### config.mk
export PLATFORM = sky130hd
export DESIGN_NAME = cv32e40p_obi_tracker
export DESIGN_NICKNAME = d
export VERILOG_FILES = /design/src/rtl/cv32e40p_obi_tracker.sv
export SDC_FILE = /design/constraint.sdc
export NUM_CORES = 1
export LEC_CHECK = 0
export BUFFER_PORTS_ARGS = -buffer_cell sky130_fd_sc_hd__buf_4
export CAP_MARGIN = 25
export CORE_MARGIN = 3
export CORE_UTILIZATION = 45
export CTS_BUF_LIST = sky130_fd_sc_hd__clkbuf_4 sky130_fd_sc_hd__clkbuf_8
export CTS_CLUSTER_DIAMETER = 120
export CTS_CLUSTER_SIZE = 14
export DETAILED_ROUTE_END_ITERATION = 12
export PLACE_DENSITY = 0.73
export SLEW_MARGIN = 20
export SYNTH_ARGS = -nofsm -noshare
export SYNTH_HDL_FRONTEND = slang
export SYNTH_SLANG_ARGS = --single-unit
### constraint.sdc
create_clock -name clk_i -period 2.75 [get_ports clk_i]
set_input_delay 0.55 -clock clk_i [delete_from_list [all_inputs] [get_ports clk_i]]
set_output_delay 0.55 -clock clk_i [all_outputs]
set_load 0.005 [all_outputs]
### src/rtl/cv32e40p_obi_tracker.sv
// Per-channel OBI transaction tracker: counts outstanding requests, returns the
// {addr, we} of each completing transaction in order, and flags protocol errors.
module cv32e40p_obi_tracker #(
    parameter int NUM_CH = 2,
    parameter int AW     = 32,
    parameter int DEPTH  = 2,
    localparam int CW    = $clog2(DEPTH + 1)
) (
    input  logic                       clk_i,
    input  logic                       rst_ni,
    input  logic [NUM_CH-1:0]          req_i,
    input  logic [NUM_CH-1:0]          gnt_i,
    input  logic [NUM_CH-1:0]          rvalid_i,
    input  logic [NUM_CH-1:0]          we_i,
    input  logic [NUM_CH-1:0][AW-1:0]  addr_i,
    input  logic                       err_clr_i,
    output logic [NUM_CH-1:0][CW-1:0]  outstanding_o,
    output logic [NUM_CH-1:0]          rsp_valid_o,
    output logic [NUM_CH-1:0][AW-1:0]  rsp_addr_o,
    output logic [NUM_CH-1:0]          rsp_we_o,
    output logic [NUM_CH-1:0][3:0]     err_o,
    output logic                       idle_o
);

    localparam int PW = (DEPTH > 1) ? $clog2(DEPTH) : 1;

    typedef enum logic {
        IDLE,
        WAIT_GNT
    } state_e;

    function automatic logic [PW-1:0] ptr_inc(input logic [PW-1:0] p);
        return (p == PW'(DEPTH - 1)) ? '0 : p + PW'(1);
    endfunction

    logic [NUM_CH-1:0] ch_quiet;

    for (genvar c = 0; c < NUM_CH; c++) begin : g_ch
        state_e          state_q;
        logic [AW-1:0]   cap_addr_q;
        logic            cap_we_q;
        logic [CW-1:0]   count_q;
        logic [PW-1:0]   wr_ptr_q;
        logic [PW-1:0]   rd_ptr_q;
        logic [3:0]      err_q;
        logic [AW-1:0]   mem_addr [DEPTH];
        logic            mem_we   [DEPTH];

        logic            accept;
        logic            empty;
        logic            full;
        logic            pop;
        logic            push;
        logic            waiting;
        logic [3:0]      err_set;

        assign accept  = req_i[c] & gnt_i[c];
        assign empty   = (count_q == '0);
        assign full    = (count_q == CW'(DEPTH));
        assign pop     = rvalid_i[c] & ~empty;
        // A pop in the same cycle frees the slot, so a full FIFO may still accept.
        assign push    = accept & (~full | pop);
        assign waiting = (state_q == WAIT_GNT);

        assign err_set[0] = rvalid_i[c] & empty;
        assign err_set[1] = accept & full & ~pop;
        assign err_set[2] = waiting & ~req_i[c];
        assign err_set[3] = waiting & req_i[c] &
                            ((addr_i[c] != cap_addr_q) || (we_i[c] != cap_we_q));

        // NOTE: sequential state uses non-blocking assignments so every register
        // samples the pre-edge values regardless of statement order.
        always_ff @(posedge clk_i or negedge rst_ni) begin
            if (!rst_ni) begin
                state_q    <= IDLE;
                cap_addr_q <= '0;
                cap_we_q   <= 1'b0;
                count_q    <= '0;
                wr_ptr_q   <= '0;
                rd_ptr_q   <= '0;
                err_q      <= '0;
            end else begin
                case (state_q)
                    IDLE: begin
                        if (req_i[c] && !gnt_i[c]) begin
                            state_q    <= WAIT_GNT;
                            cap_addr_q <= addr_i[c];
                            cap_we_q   <= we_i[c];
                        end
                    end
                    WAIT_GNT: begin
                        if (!req_i[c] || gnt_i[c]) state_q <= IDLE;
                    end
                    default: state_q <= IDLE;
                endcase

                if (push && !pop)      count_q <= count_q + CW'(1);
                else if (pop && !push) count_q <= count_q - CW'(1);

                if (push) wr_ptr_q <= ptr_inc(wr_ptr_q);
                if (pop)  rd_ptr_q <= ptr_inc(rd_ptr_q);

                // Set wins over clear so a coincident event is never lost.
                err_q <= (err_q & {4{~err_clr_i}}) | err_set;
            end
        end

        // NOTE: payload storage has no reset; an entry is only ever read after
        // it has been written, so resetting it would only cost reset fan-out.
        always_ff @(posedge clk_i) begin
            if (push) begin
                mem_addr[wr_ptr_q] <= addr_i[c];
                mem_we[wr_ptr_q]   <= we_i[c];
            end
        end

        assign outstanding_o[c] = count_q;
        assign rsp_valid_o[c]   = pop;
        assign rsp_addr_o[c]    = mem_addr[rd_ptr_q];
        assign rsp_we_o[c]      = mem_we[rd_ptr_q];
        assign err_o[c]         = err_q;
        assign ch_quiet[c]      = (state_q == IDLE) & empty;
    end

    assign idle_o = &ch_quiet;

endmodule

==> flow_summary.ini <==
[sta]
rsz0062_at_grt = no
slew_headroom_pct = 58.09
tightest_slew_ps = 628.7
maxSlewViolCount = 0
setup_viol = 0
tns_ps = 0
clock.fmax_mhz = 399.3
final_min_period_over_clock_period_pct = 91.07
hold_viol = 0
fin_skew_ps = 23.47
layout_min_cycle_time_ps = 2504

[cells_and_area]
regArea_sq_mm = 0.006066
final_area_sq_mm = 0.01081
syn_to_final_growth_pct = 19.41
fin_util_pct = 55.17
multi_input_area_sq_mm = 0.002756
nets = 759
final_common_cell = buf_4
n_fill_cell = 1592
layout.cells.non_filler = 958
final_cell_mix = buf_4, edfxtp_1, dfrtp_1, mux2_2, xor2_1
insertedDiodeCount = 0
drive_gt1_share_pct = 48.05

[die]
rows = 51
die_x_um = 147.8
coreArea_sq_mm = 0.01959
start_util_pct = 46.20
boundaryPins = 156
die_y_um = 147.8
dieArea_sq_mm = 0.02185

[drt]
drtAntennaViolNets = 0
viasPerCell = 4.887
wl_per_cell_um = 18.45
drt_iter0_drc = 200
wl_mm = 17.67
drt-pass1-iter-count = 4
drc_errors = 0
via_count = 4682

[synthesis]
netlist_area_sq_mm = 0.009051
synth_fp_nets = 594
ys_warn_count = 0
synth_top_family_by_area = multiplexers
synth-edff-count = 132
syn_inst = 517
seq_area_frac_synth_pct = 67.02
synth-xor-area-share_pct = 7.354
synthArstFlopShare_pct = 38.89
synth_adder_area_share_pct = 0.2765
ys_types = 26
syn_area_per_cell_sq_um = 17.51
synth_compound_area_share_pct = 0.7465
muxShareOfSynthArea_pct = 18.91
ys_seq_elements = 216
synth_simple_gate_area_share_pct = 3.000
yosys_most_used_dff = edfxtp_1

[clock_network]
cts_max_level = 1
cts_setup_buffers = 0
clockBufferDepth = 3
clock_latency_ps = 510
tritoncts = built
clockRootBuffer = clkbuf_8
cts_hold_buffers = 0
postCtsResizedCells = 0
clock_sink_count = 216
cts.clk_slew.worst_paths_ps = 90
numCtsBuffers = 19

[worst_setup_path]
ff2ff_setup_slack_ps = 860
path_cells = buf_12 -> mux2_2 -> buf_4
cp-end-kind = output pin
critPathMaxFanout = 24
max_stage_delay_ps = 670
required_ps = 2200
slowest_stage = dfrtp_1
crit_type = reg2out
rr_worst_depth = 4
critPathBufInv = 2
r2r-start = g_ch[0].count_q[0]
path_depth = 3
critPathTopFamily = flip-flops
start_kind = register
cp.arrival_ps = 1950
r2r-end = g_ch[0].mem_addr[0][1]

[global_route]
grt_overflow_total = 0
antenna_found_initial = 0
grt_pass1_vias = 5137
grt_pass1_wl_mm = 28.35
track_usage_pct = 16.20
grt_max_degree = 45

[place]
dp.cells = 926
place_area_sq_mm = 0.01045
gp_congestion = 0.7477
place.port_buffers = 155
dp_hpwl_mm = 12.25

[power_and_ir_drop]
power.density_mw_per_mm2 = 787.8
leakage_nw = 4.385
peakVddDrop_v = 0.0003540
total_power_w = 0.008514

[outcome]
status = completed

[flow_run]
maxCapViolations = 0

[min_path]
hp-class = in2async
==> cell type report <==
cell class	count	share of cell area [%]
Sequential cell	216	56.12
Multi-Input combinational cell	270	25.50
Timing Repair Buffer	163	11.55
Clock buffer	31	3.253
Tap cell	265	3.068
Inverter	12	0.4168
Clock inverter	1	0.08104
==> worst max-delay path by stage <==
stage | start | end | slack [ps]
4_1_cts | g_ch[1].rd_ptr_q | rsp_addr_o[32] | 170
3_3_place_gp | gnt_i[1] | g_ch[1].mem_addr[0][26] | 750
3_5_place_dp | gnt_i[1] | g_ch[1].mem_addr[0][26] | 690
2_1_floorplan | rvalid_i[1] | g_ch[1].mem_addr[0][0] | 540
6_report | g_ch[1].rd_ptr_q | rsp_addr_o[50] | 250
5_1_grt | g_ch[1].rd_ptr_q | rsp_addr_o[59] | 110
==> metal layers <==
layer | up-vias | global-route usage, % | routed length, um
li1 | 2210 | - | -
met1 | 2360 | 22.57 | 7921
met2 | 101 | 27.00 | 8738
met3 | 11 | 2.912 | 848
met4 | 0 | 3.464 | 162
met5 | - | 0 | 0
==> per-stage QoR <==
step,hold slack (ps),worst slack (ps)
after CTS,21.90,172.9
after global routing,40.77,110.5
final,22.03,245.6
after global placement,510.4,748.8
after detailed placement,513.7,692.2
after floorplan,254.4,535.1
==> state kept, by name, summed over array words and instances (netlist names) <==
signal,cells
g_ch.cap_addr_q,64
g_ch.cap_we_q,2
g_ch.count_q,4
g_ch.mem_we,4
g_ch.err_q,8
g_ch.mem_addr,128
g_ch.rd_ptr_q,2
g_ch.wr_ptr_q,2
g_ch.state_q,2
==> kinds of logic after synthesis <==
kind of cell / Yosys count
multiplexers: 132
XOR/XNOR: 76
AO/OA/AOI/OAI: 12
adder cells (fa/ha/maj): 2
AND/OR/NAND/NOR: 48
flip-flops: 216
buffers and inverters: 31
==> where the power goes <==
group,switching [W],internal [W]
Clock,0.00101,0.000814
Sequential,0.000311,0.00397
Combinational,0.000994,0.00141
Total,0.00232,0.00620
==> cells in the mapped netlist (all sizes together), types with 4 or more instances <==
cell type / number / area share [%]
and2: 4 / 0.33
buf: 16 / 2.1
dfrtp: 84 / 23
edfxtp: 132 / 44
inv: 12 / 0.50
mux2: 132 / 19
nand2: 9 / 0.37
nand3: 4 / 0.22
nor2: 6 / 0.25
nor2b: 4 / 0.44
nor3: 5 / 0.28
nor4: 14 / 0.97
o21ai: 4 / 0.22
o22ai: 6 / 0.41
xnor2: 8 / 0.77
xor2: 68 / 6.6
Power figures use the tool's default switching activity.
